## src/rtl/gpio_mulcnt_pkg.sv

```systemverilog
// Shared types and constants for the gpio_mulcnt multiply-and-popcount peripheral.
// Latency: none, declarations only.
// Backpressure: not applicable.
package gpio_mulcnt_pkg;

    // Operation sequencer states
    typedef enum logic [1:0] {
        S_IDLE  = 2'd0,
        S_MULT  = 2'd1,
        S_COUNT = 2'd2,
        S_DONE  = 2'd3
    } state_t;

    // Register offsets from the window base
    localparam logic [15:0] OFF_A1   = 16'h0000;
    localparam logic [15:0] OFF_A2   = 16'h0008;
    localparam logic [15:0] OFF_W    = 16'h0010;
    localparam logic [15:0] OFF_L    = 16'h0018;
    localparam logic [15:0] OFF_CTRL = 16'h0020;

    // Bit positions inside the STATUS read word
    localparam int ST_VALID = 0;
    localparam int ST_READY = 1;
    localparam int ST_ERR   = 2;

    typedef struct packed {
        logic err;
        logic ready;
        logic valid;
    } status_t;

    // Place the status flags at their read-word bit positions, rest zero.
    function automatic logic [31:0] status_word(input status_t s);
        logic [31:0] w;
        w           = '0;
        w[ST_VALID] = s.valid;
        w[ST_READY] = s.ready;
        w[ST_ERR]   = s.err;
        return w;
    endfunction

endpackage

```

## src/rtl/gpio_mulcnt_if.sv

```systemverilog
// Slave register bus between the emulator host and the gpio_mulcnt peripheral.
// Latency: read data is registered one edge after the read strobe is sampled.
// Backpressure: none; every strobe is accepted in the cycle it is sampled.
interface gpio_mulcnt_if;
    logic [15:0] saddress;
    logic        srd;
    logic        swr;
    logic [31:0] sdata_in;
    logic [31:0] sdata_out;

    modport master (
        output saddress,
        output srd,
        output swr,
        output sdata_in,
        input  sdata_out
    );

    modport slave (
        input  saddress,
        input  srd,
        input  swr,
        input  sdata_in,
        output sdata_out
    );
endinterface

```

## src/rtl/gpio_mulcnt_mul_seq_core.sv

```systemverilog
// Iterative shift-add multiplier: one multiplier bit consumed per step.
// Latency: product valid after OP_W step cycles following load.
// Backpressure: none; the controller decides when to load and step.
module mul_seq_core #(
    parameter int OP_W = 24
) (
    input  logic              clk,
    input  logic              reset,
    input  logic              load,
    input  logic              step,
    input  logic [OP_W-1:0]   a,
    input  logic [OP_W-1:0]   b,
    output logic [2*OP_W-1:0] product
);
    localparam int PW = 2 * OP_W;

    logic [PW-1:0]   mcand;
    logic [OP_W-1:0] mplier;
    logic [PW-1:0]   acc;

    // Load snapshots the operands; each step adds the shifted multiplicand when the low multiplier bit is set.
    always_ff @(posedge clk or posedge reset) begin
        if (reset) begin
            mcand  <= '0;
            mplier <= '0;
            acc    <= '0;
        end else if (load) begin
            mcand  <= PW'(a);
            mplier <= b;
            acc    <= '0;
        end else if (step) begin
            if (mplier[0]) begin
                acc <= acc + mcand;
            end
            mcand  <= mcand << 1;
            mplier <= mplier >> 1;
        end
    end

    assign product = acc;

endmodule

```

## src/rtl/gpio_mulcnt.sv

```systemverilog
// Bus-mapped multiply-and-popcount peripheral with completion counter and done interrupt.
// Latency: start at edge k, results and ready at edge k+OP_W+2; reads return one edge after srd.
// Backpressure: none; a start while busy is dropped and flagged in the sticky err bit.
module gpio_mulcnt
    import gpio_mulcnt_pkg::*;
#(
    parameter int          OP_W      = 24,
    parameter int          RES_W     = 32,
    parameter int          CNT_W     = 16,
    parameter logic [15:0] BASE_ADDR = 16'h0380
) (
    input  logic           clk,
    input  logic           reset,
    gpio_mulcnt_if.slave   bus,
    output logic [31:0]    gpio_out,
    output logic           irq
);
    localparam int PW    = 2 * OP_W;
    localparam int EXT_W = (PW > RES_W) ? PW : RES_W;
    localparam int L_W   = $clog2(RES_W + 1);
    localparam int BC_W  = $clog2(OP_W) + 1;

    localparam logic [15:0] ADDR_A1   = BASE_ADDR + OFF_A1;
    localparam logic [15:0] ADDR_A2   = BASE_ADDR + OFF_A2;
    localparam logic [15:0] ADDR_W    = BASE_ADDR + OFF_W;
    localparam logic [15:0] ADDR_L    = BASE_ADDR + OFF_L;
    localparam logic [15:0] ADDR_CTRL = BASE_ADDR + OFF_CTRL;

    state_t            state_q;
    state_t            state_d;
    logic [OP_W-1:0]   a1_q;
    logic [OP_W-1:0]   a2_q;
    logic [RES_W-1:0]  w_q;
    logic [L_W-1:0]    l_q;
    logic              res_ok_q;
    status_t           status_q;
    logic [CNT_W-1:0]  cnt_q;
    logic [BC_W-1:0]   bit_cnt;

    logic              hit_a1, hit_a2, hit_w, hit_l, hit_ctrl;
    logic              start_wr, start_rej, last_step;
    logic              core_load, core_step, count_en, done_en;
    logic [PW-1:0]     product;
    logic [EXT_W-1:0]  prod_ext;
    logic [RES_W-1:0]  w_next;
    logic              hi_nz;
    logic [L_W-1:0]    ones;
    logic [31:0]       rd_dat;
    logic              unused_wdat;

    // Only the low OP_W write-data bits land in the operand registers.
    assign unused_wdat = ^bus.sdata_in;

    assign hit_a1   = (bus.saddress == ADDR_A1);
    assign hit_a2   = (bus.saddress == ADDR_A2);
    assign hit_w    = (bus.saddress == ADDR_W);
    assign hit_l    = (bus.saddress == ADDR_L);
    assign hit_ctrl = (bus.saddress == ADDR_CTRL);

    assign start_wr  = bus.swr && hit_ctrl;
    assign start_rej = start_wr && (state_q != S_IDLE);
    assign last_step = (bit_cnt == BC_W'(OP_W - 1));

    mul_seq_core #(
        .OP_W (OP_W)
    ) u_core (
        .clk     (clk),
        .reset   (reset),
        .load    (core_load),
        .step    (core_step),
        .a       (a1_q),
        .b       (a2_q),
        .product (product)
    );

    // State register
    always_ff @(posedge clk or posedge reset) begin
        if (reset) begin
            state_q <= S_IDLE;
        end else begin
            state_q <= state_d;
        end
    end

    // Next-state: IDLE -> MULT for OP_W cycles -> COUNT -> DONE -> IDLE
    always_comb begin
        state_d = state_q;
        case (state_q)
            S_IDLE:  if (start_wr)  state_d = S_MULT;
            S_MULT:  if (last_step) state_d = S_COUNT;
            S_COUNT: state_d = S_DONE;
            S_DONE:  state_d = S_IDLE;
            default: state_d = S_IDLE;
        endcase
    end

    // State-decoded controls; irq is high for exactly the DONE cycle
    always_comb begin
        core_load = 1'b0;
        core_step = 1'b0;
        count_en  = 1'b0;
        done_en   = 1'b0;
        irq       = 1'b0;
        case (state_q)
            S_IDLE:  core_load = start_wr;
            S_MULT:  core_step = 1'b1;
            S_COUNT: count_en  = 1'b1;
            S_DONE:  begin
                done_en = 1'b1;
                irq     = 1'b1;
            end
            default: ;
        endcase
    end

    // Multiply step counter, restarted on every accepted start
    always_ff @(posedge clk or posedge reset) begin
        if (reset) begin
            bit_cnt <= '0;
        end else if (core_load) begin
            bit_cnt <= '0;
        end else if (core_step) begin
            bit_cnt <= bit_cnt + 1'b1;
        end
    end

    // Operand registers stay writable while busy; the core holds its own snapshot.
    always_ff @(posedge clk or posedge reset) begin
        if (reset) begin
            a1_q <= '0;
            a2_q <= '0;
        end else if (bus.swr) begin
            if (hit_a1) a1_q <= bus.sdata_in[OP_W-1:0];
            if (hit_a2) a2_q <= bus.sdata_in[OP_W-1:0];
        end
    end

    // Zero-extend the product so truncation and overflow work for any RES_W/OP_W mix.
    assign prod_ext = EXT_W'(product);
    assign w_next   = prod_ext[RES_W-1:0];
    assign hi_nz    = |(prod_ext >> RES_W);

    // Ones count of the truncated result
    always_comb begin
        ones = '0;
        for (int i = 0; i < RES_W; i++) begin
            ones = ones + L_W'(w_next[i]);
        end
    end

    // Result capture in COUNT; overflow verdict is held until DONE publishes it.
    always_ff @(posedge clk or posedge reset) begin
        if (reset) begin
            w_q      <= '0;
            l_q      <= '0;
            res_ok_q <= 1'b1;
        end else if (count_en) begin
            w_q      <= w_next;
            l_q      <= ones;
            res_ok_q <= ~hi_nz;
        end
    end

    // Status flags: start clears, busy-start sets sticky err, DONE raises ready.
    always_ff @(posedge clk or posedge reset) begin
        if (reset) begin
            status_q <= '{err: 1'b0, ready: 1'b1, valid: 1'b1};
        end else if (core_load) begin
            status_q <= '{err: 1'b0, ready: 1'b0, valid: 1'b1};
        end else begin
            if (start_rej) begin
                status_q.err <= 1'b1;
            end
            if (done_en) begin
                status_q.ready <= 1'b1;
                status_q.valid <= res_ok_q;
            end
        end
    end

    // Completed-operation counter, wraps naturally
    always_ff @(posedge clk or posedge reset) begin
        if (reset) begin
            cnt_q <= '0;
        end else if (done_en) begin
            cnt_q <= cnt_q + 1'b1;
        end
    end

    assign gpio_out = 32'(cnt_q);

    // Read mux; W and L are masked until the current operation has completed.
    always_comb begin
        rd_dat = '0;
        if (hit_a1) begin
            rd_dat = 32'(a1_q);
        end else if (hit_a2) begin
            rd_dat = 32'(a2_q);
        end else if (hit_w) begin
            if (status_q.ready) rd_dat = 32'(w_q);
        end else if (hit_l) begin
            if (status_q.ready) rd_dat = 32'(l_q);
        end else if (hit_ctrl) begin
            rd_dat = status_word(status_q);
        end
    end

    // Read data register: loads only on a sampled srd, so a same-cycle write is seen next time.
    always_ff @(posedge clk or posedge reset) begin
        if (reset) begin
            bus.sdata_out <= '0;
        end else if (bus.srd) begin
            bus.sdata_out <= rd_dat;
        end
    end

endmodule

```

## src/flat_wrapper.sv

```systemverilog
// flat-port wrapper written by rule: the top's interface ports become plain ports
module gpio_mulcnt_flat import gpio_mulcnt_pkg::*;
#(
    parameter int          OP_W      = 24,
    parameter int          RES_W     = 32,
    parameter int          CNT_W     = 16,
    parameter logic [15:0] BASE_ADDR = 16'h0380
)
  (clk, reset, gpio_out, irq, bus_saddress, bus_srd, bus_swr, bus_sdata_in, bus_sdata_out);
  gpio_mulcnt_if bus_i ();
  input  logic clk;
  input  logic reset;
  output logic [31:0] gpio_out;
  output logic irq;
  input wire logic [$bits(bus_i.saddress)-1:0] bus_saddress;
  input wire logic [$bits(bus_i.srd)-1:0] bus_srd;
  input wire logic [$bits(bus_i.swr)-1:0] bus_swr;
  input wire logic [$bits(bus_i.sdata_in)-1:0] bus_sdata_in;
  output wire logic [$bits(bus_i.sdata_out)-1:0] bus_sdata_out;
  assign bus_i.saddress = bus_saddress;
  assign bus_i.srd = bus_srd;
  assign bus_i.swr = bus_swr;
  assign bus_i.sdata_in = bus_sdata_in;
  assign bus_sdata_out = bus_i.sdata_out;
  gpio_mulcnt #(.OP_W(OP_W), .RES_W(RES_W), .CNT_W(CNT_W), .BASE_ADDR(BASE_ADDR)) u_core (.clk(clk), .reset(reset), .bus(bus_i), .gpio_out(gpio_out), .irq(irq));
endmodule
```

## config.mk

```make
export PLATFORM = sky130hd
export DESIGN_NAME = gpio_mulcnt_flat
export DESIGN_NICKNAME = d
export VERILOG_FILES = /design/src/rtl/gpio_mulcnt_pkg.sv /design/src/rtl/gpio_mulcnt_if.sv /design/src/rtl/gpio_mulcnt_mul_seq_core.sv /design/src/rtl/gpio_mulcnt.sv /design/src/flat_wrapper.sv
export SDC_FILE = /design/constraint.sdc
export NUM_CORES = 1
export LEC_CHECK = 0
export ABC_AREA = 1
export CORE_MARGIN = 1.5
export CORE_UTILIZATION = 60
export DETAILED_ROUTE_END_ITERATION = 10
export GPL_ROUTABILITY_DRIVEN = 0
export GPL_TIMING_DRIVEN = 0
export PLACE_DENSITY_LB_ADDON = 0.08
export REMOVE_ABC_BUFFERS = 1
export SLEW_MARGIN = 20
export SYNTH_ARGS = -nofsm -noshare
export SYNTH_HDL_FRONTEND = slang
export SYNTH_SLANG_ARGS = --single-unit
```

## constraint.sdc

```tcl
create_clock -name clk -period 12.3 [get_ports clk]
set_clock_uncertainty 0.1 [all_clocks]
set_input_delay 2.46 -clock clk [delete_from_list [all_inputs] [get_ports clk]]
set_output_delay 2.46 -clock clk [all_outputs]
set_load 0.005 [all_outputs]
```

==> flow_summary_export.csv, run 1 <==
group,metric,value,unit
layout,diodes,0,
timing,whs,375,ps
grt,grt_pass1_vias,14154,
worst_setup_path,critPathSlowestCell,"fa_1",
place,io_buffer_count,92,
timing,fin_crit_sh,42.3,%
clock_tree,htree_levels,1,
logic_synthesis,yosys_warnings,0,
logic_synthesis,syn_avg_cell_area,7.11,sq um
detailed_routing,dr.pass1.iters,6,
timing,worst_slew_pin_slew,1110,ps
layout,layout.cells.non_filler,2694,
logic_synthesis,async_reset_ff_share,100,%
worst_setup_path,crit_path_end_kind,"flip-flop",
timing,slew_violations,0,
grt,grt_max_degree,103,
detailed_routing,viasPerCell,5.44,
worst_setup_path,start_kind,"flip-flop",
detailed_routing,drt_iter0_markers,1376,
detailed_routing,vias,14643,
floorplanning,dieArea,0.0279,sq mm
floorplanning,ios,117,
clock_tree,hold_buffers,0,
floorplanning,start_util,61.5,%
worst_setup_path,path_class,"flip-flop to flip-flop",
logic_synthesis,synth_cells,2275,
clock_tree,cts_tree,"yes",
clock_tree,postCtsResizedCells,0,
run,cap_violations,0,
floorplanning,row_count,59,
layout,num-nets-final,2475,
worst_setup_path,critical_path_peak_fanout,4,
timing,rsz0062_at_grt,"false",
place,dp_cells,2639,
detailed_routing,drc,0,
grt,antenna_found_initial,0,
clock_tree,clk-insertion-delay-late,580,ps
worst_hold_path,hold_class,"flip-flop to flip-flop",
worst_setup_path,arrival,5600,ps
clock_tree,postCtsSetupBuffers,0,
grt,grt-ovfl-total,0,
worst_setup_path,crit_top_cell,"fa_1",
clock_tree,clock_sink_count,266,
timing,maxSlewHeadroom,25.9,%
logic_synthesis,seq_area_frac_synth,41.2,%
detailed_routing,detail-route-antenna-nets,0,
grt,grt_use_total,31.0,%
status,status,"finished clean",
logic_synthesis,ys.flop_type,"dfrtp_1",
detailed_routing,routedWlPerCell,15.7,microns
floorplanning,die_h,167,microns
layout,syn_to_final_growth,13.6,%
grt,grt_pass1_wl,70300,microns
power_and_ir_drop,cellPowerDensity,148,mW/mm^2
logic_synthesis,netlist_area,0.0162,sq mm
worst_setup_path,path_cells,"ha_1, inv_1, fa_1, fa_1, fa_1, fa_1, fa_1, fa_1, fa_1, inv_1, fa_1, a21oi_1, nor2_1, o21ai_0, mux2i_1",
worst_setup_path,max_stage_delay,550,ps
power_and_ir_drop,irDropWorstVdd,0.000116,V
logic_synthesis,synth_edf_count,0,
layout,final_util,69.9,%
timing,fmax,0.192,GHz
timing,period_needed,5200,ps
detailed_routing,wl,42300,microns
floorplanning,die_w,167,microns
timing,setup_viol,0,
layout,drive_gt1_share,3.31,%
worst_setup_path,required,12700,ps
logic_synthesis,ys_ff_latch,266,
clock_tree,cts-root-buf,"clkbuf_16",
floorplanning,core,0.0263,sq mm
clock_tree,cts_buffer_depth,3,
timing,hold_violations,0,
clock_tree,clk_pin_slew,60,ps
logic_synthesis,yosysUniqueCellTypes,41,
place,post-dp-hpwl,31100,microns
power_and_ir_drop,cellLeakagePower,9.76,nW
clock_tree,cts_buffers,30,
## placed cells by master, fill, tap and decap left out, types with 4 or more instances in the layout
| cell | instances |
|---|---|
| nand2_1 | 810 |
| inv_1 | 356 |
| dfrtp_1 | 263 |
| nand3_1 | 189 |
| o21ai_0 | 160 |
| nor2_1 | 122 |
| clkdlybuf4s50_1 | 91 |
| a21oi_1 | 62 |
| ha_1 | 61 |
| clkbuf_16 | 30 |
| fa_1 | 25 |
| nand4_1 | 20 |
| xnor2_1 | 19 |
| o22ai_1 | 18 |
| conb_1 | 16 |
| xor2_1 | 14 |
| nor3_1 | 13 |
| o21ai_1 | 11 |
| clkbuf_1 | 8 |
| clkinv_2 | 7 |
| clkbuf_8 | 5 |
| nor4_1 | 4 |
## per-stage QoR
stage | setup WS (ps) | instance area [sq um] | power (mW) | setup TNS [ps]
2_1_floorplan | 2420 | 15800 | 1.57 | 0
3_3_place_gp | -956 | 17100 | 1.79 | -242350
3_5_place_dp | 6680 | 17400 | 1.83 | 0
4_1_cts | 7090 | 18400 | 2.73 | 0
5_1_grt | 6830 | 18400 | 2.88 | 0
6_report | 7100 | 18400 | 2.72 | 0
## sequential cells by signal, summed over array words and instances (netlist names)
register               cells
u_core.l_q                 6
u_core.bit_cnt             6
u_core.a2_q               24
u_core.u_core.mplier      24
u_core.u_core.mcand       48
u_core.state_q             2
u_core.u_core.product     48
u_core.bus.sdata_out      32
u_core.status_q            3
u_core.a1_q               24
u_core.w_q                32
u_core.cnt_q              16
u_core.res_ok_q            1
## layer usage
layer / wire (microns) / GRT usage [%]
met1: 18400 / 42.7
met2: 19400 / 50.6
met3: 3190 / 4.75
met4: 1350 / 10.3
met5: 0 / 0
## synth_stat cells (4+ instances only)
master | n | area, sq um
nand3_1 | 189 | 946
o21ai_1 | 11 | 55.1
xnor2_1 | 19 | 166
buf_4 | 16 | 120
nor3_1 | 13 | 65.1
dfrtp_1 | 263 | 6580
xor2_1 | 14 | 123
ha_1 | 62 | 776
buf_2 | 21 | 105
nand4_1 | 20 | 125
nor2_1 | 122 | 458
nor4_1 | 4 | 25.0
buf_1 | 5 | 18.8
fa_1 | 25 | 500
clkbuf_1 | 45 | 169
o22ai_1 | 18 | 113
o21ai_0 | 160 | 801
nand2_1 | 812 | 3050
a21oi_1 | 62 | 310
inv_1 | 359 | 1350
## critical path: cells and delay by family, from the launching register on
family	cells	cell delay, ps
buffers and inverters	2	130
muxes	1	210
and+or+nand+nor	1	50
adders and majority gates	9	3840
DFF	1	420
AOI/OAI and AO/OA	2	380
## where the power goes
part / switching (mW) / internal, mW / total (mW) / leakage [nW]
Sequential: 0.0721 / 0.972 / 1.04 / 3.53
Combinational: 0.534 / 0.251 / 0.785 / 5.74
Clock: 0.369 / 0.524 / 0.893 / 0.487
Total: 0.975 / 1.75 / 2.72 / 9.76
## cells by family (layout without fill, tap and decap cells)
| logic type | count (synthesis) | after routing | share of synthesized area, % |
|---|---|---|---|
| AOI/OAI and AO/OA | 264 | 264 | 8.54 |
| xor gates and xnor gates | 33 | 33 | 1.79 |
| adders and majority gates | 87 | 87 | 7.89 |
| buffers and inverters | 450 | 519 | 11.0 |
| DFF | 266 | 266 | 41.2 |
| muxes | 1 | 1 | 0.0619 |
| other | 1 | 16 | 0.0232 |
| and+or+nand+nor | 1173 | 1173 | 29.5 |
## final timing paths
kind | start | end | slack (ps) | depth (start not counted)
max | u_core.u_core.product[0] | u_core.l_q[4] | 7100 | 15
min | u_core.cnt_q[15] | u_core.cnt_q[15] | 380 | 1
max reg2reg | u_core.u_core.product[0] | u_core.l_q[4] | 7100 | 15
min reg2reg | u_core.cnt_q[15] | u_core.cnt_q[15] | 380 | 1
max in group asynchronous | reset | u_core.bus.sdata_out[14] | 8490 | 4
min in group asynchronous | reset | u_core.cnt_q[14] | 2240 | 2
## layout make-up
type | count | area, sq um
Fill cell | 2248 | 7910
Sequential cell | 266 | 6660
Clock buffer | 43 | 850
Clock inverter | 12 | 145
Tap cell | 335 | 419
Multi-Input combinational cell | 1574 | 7810
Inverter | 362 | 1370
Timing Repair Buffer | 102 | 1110
No activity file was read; power rests on OpenSTA's default activity.
==> inputs of run 2 (changes only) <==
==> constraint.sdc (replaced) <==
create_clock -name clk -period 5.1 [get_ports clk]
set_clock_uncertainty 0.1 [all_clocks]
set_input_delay 1.02 -clock clk [delete_from_list [all_inputs] [get_ports clk]]
set_output_delay 1.02 -clock clk [all_outputs]
set_load 0.005 [all_outputs]
==> flow_summary_export.csv, run 2 (synthesis gave the netlist of run 1 again) <==
group,metric,value,unit
floorplanning,die_h,167,microns
grt,grt_max_degree,103,
place,dpl_cell_area,0.0174,sq mm
detailed_routing,detail-route-antenna-nets,0,
layout,drive_gt1_share,3.64,%
status,status,"finished clean",
run,cap_violations,0,
power_and_ir_drop,cellLeakagePower,9.77,nW
worst_setup_path,critical_path_peak_fanout,3,
timing,slew_violations,0,
place,io_buffer_count,92,
layout,syn_to_final_growth,13.8,%
timing,worst_slew_pin_slew,1110,ps
layout,layout.cells.non_filler,2696,
worst_setup_path,path_cells,"ha_1, inv_1, fa_1, fa_1, fa_1, fa_1, fa_1, fa_1, fa_2, inv_2, fa_2, a21oi_2, nor2_1, o21ai_1, mux2i_1",
floorplanning,start_util,61.5,%
floorplanning,dieArea,0.0279,sq mm
power_and_ir_drop,internal_power,4.21,mW
floorplanning,row_count,59,
clock_tree,cts_buffer_depth,3,
worst_setup_path,crit_path_end_kind,"flip-flop",
power_and_ir_drop,p_seq_share,38.4,%
worst_setup_path,max_stage_delay,530,ps
worst_setup_path,start_kind,"flip-flop",
worst_setup_path,path_class,"flip-flop to flip-flop",
worst_setup_path,critPathSlowestCell,"fa_1",
power_and_ir_drop,power_frac_clock,32.8,%
timing,period_needed,5060,ps
detailed_routing,drt_iter0_markers,1480,
grt,grt_pass1_vias,14161,
worst_setup_path,crit_top_cell,"fa_1",
grt,busiest_layer,"met2",
clock_tree,htree_levels,1,
layout,diodes,0,
timing,hold_violations,0,
power_and_ir_drop,swShare,35.8,%
timing,fin_crit_sh,99.2,%
detailed_routing,drc,0,
layout,final_common_cell,"nand2_1",
layout,mostFrequentLayoutCells,"nand2_1 (810), inv_1 (354), dfrtp_1 (263), nand3_1 (189), o21ai_0 (158)",
timing,rsz0062_at_grt,"true",
power_and_ir_drop,irDropWorstVdd,0.000281,V
timing,setup_tns,0,ps
place,post-dp-hpwl,31100,microns
detailed_routing,routedWlPerCell,15.7,microns
clock_tree,clk-insertion-delay-late,580,ps
floorplanning,die_w,167,microns
detailed_routing,vias,14617,
layout,fin_area,0.0184,sq mm
grt,antenna_found_initial,0,
timing,fmax,0.198,GHz
floorplanning,ios,117,
clock_tree,clk_pin_slew,60,ps
worst_setup_path,arrival,5460,ps
grt,grt.met3_usage,4.75,%
detailed_routing,viasPerCell,5.42,
layout,final_util,70.0,%
worst_setup_path,critPathBufInv,2,
place,dp_cells,2639,
worst_setup_path,critPathTopFamily,"adder cells",
worst_setup_path,required,5500,ps
detailed_routing,wl,42400,microns
detailed_routing,dr.pass1.iters,7,
grt,use_met1,42.7,%
timing,maxSlewHeadroom,25.8,%
grt,grt_use_total,31.0,%
layout,num-nets-final,2477,
worst_hold_path,hold_class,"flip-flop to flip-flop",
power_and_ir_drop,cellPowerDensity,357,mW/mm^2
power_and_ir_drop,p_sw,2.35,mW
power_and_ir_drop,p_comb_share,28.8,%
timing,whs,375,ps
floorplanning,core,0.0263,sq mm
grt,grt_pass1_wl,70400,microns
clock_tree,cts-root-buf,"clkbuf_16",
clock_tree,cts_buffers,30,
grt,grt_use_met2,50.6,%
timing,setup_viol,0,
grt,grt-ovfl-total,0,
clock_tree,cts_tree,"yes",
clock_tree,clock_sink_count,266,
run 2: cell count changes in the layout (fill, tap and decap cells not counted), moves of 2 or more:
cell	previous run	this run
buf_4	0	2
fa_1	25	23
fa_2	0	2
inv_1	356	354
inv_2	3	5
o21ai_0	160	158
o21ai_1	11	13
run 2: path summary, 6_finish.rpt:
path | endpoint | start | cells past startpoint | slack [ps]
min in group asynchronous | u_core.cnt_q[14] | reset | 2 | 800
min | u_core.cnt_q[15] | u_core.cnt_q[15] | 1 | 380
min reg2reg | u_core.cnt_q[15] | u_core.cnt_q[15] | 1 | 380
max in group asynchronous | u_core.bus.sdata_out[14] | reset | 4 | 2740
max reg2reg | u_core.l_q[4] | u_core.u_core.product[1] | 15 | 40
max | u_core.l_q[4] | u_core.u_core.product[1] | 15 | 40
run 2: worst reg2reg max path, stage by stage (launching register included):
cell	delay [ps]
dfrtp_1	400
ha_1	280
inv_1	40
fa_1	510
fa_1	440
fa_1	520
fa_1	440
fa_1	520
fa_1	530
fa_2	220
inv_2	40
fa_2	360
a21oi_2	180
nor2_1	60
o21ai_1	170
mux2i_1	210
run 2: metrics by stage:
| stage | total power, mW | setup WS [ps] |
|---|---|---|
| after CTS | 6.57 | 20.7 |
| after global routing | 6.95 | -139 |
| after floorplan | 3.79 | -3340 |
| after detailed placement | 4.41 | -97.0 |
| final | 6.56 | 40.9 |
| after global placement | 4.32 | -6720 |
run 2: power by group through the flow:
stage	combinational, mW	sequential [mW]	clock [mW]
6_report	1.89	2.52	2.15
5_1_grt	2.14	2.54	2.27
4_1_cts	1.87	2.52	2.18
3_5_place_dp	1.86	2.55	0
3_3_place_gp	1.78	2.54	0
2_1_floorplan	1.29	2.50	0
run 2: repair_timing:
item / in CTS / in global routing
resized for setup: 1 / 7
buffers inserted: 1 / 1
pin swaps: 2 / 5
endpoints found under the setup margin: 2 / 3
gates cloned: 0 / 0
hold buffers: 0 / 0
run 2: layout make-up:
type | count | area, sq um
Multi-Input combinational cell | 1574 | 7830
Clock buffer | 43 | 850
Fill cell | 2240 | 7880
Timing Repair Buffer | 104 | 1130
Inverter | 362 | 1370
Sequential cell | 266 | 6660
Tap cell | 335 | 419
Clock inverter | 12 | 145
run 2: metal layers:
layer | up-vias | routed length (microns)
li1 | 7169 | -
met1 | 6822 | 18400
met2 | 525 | 19500
met3 | 101 | 3020
met4 | 0 | 1350
met5 | - | 0
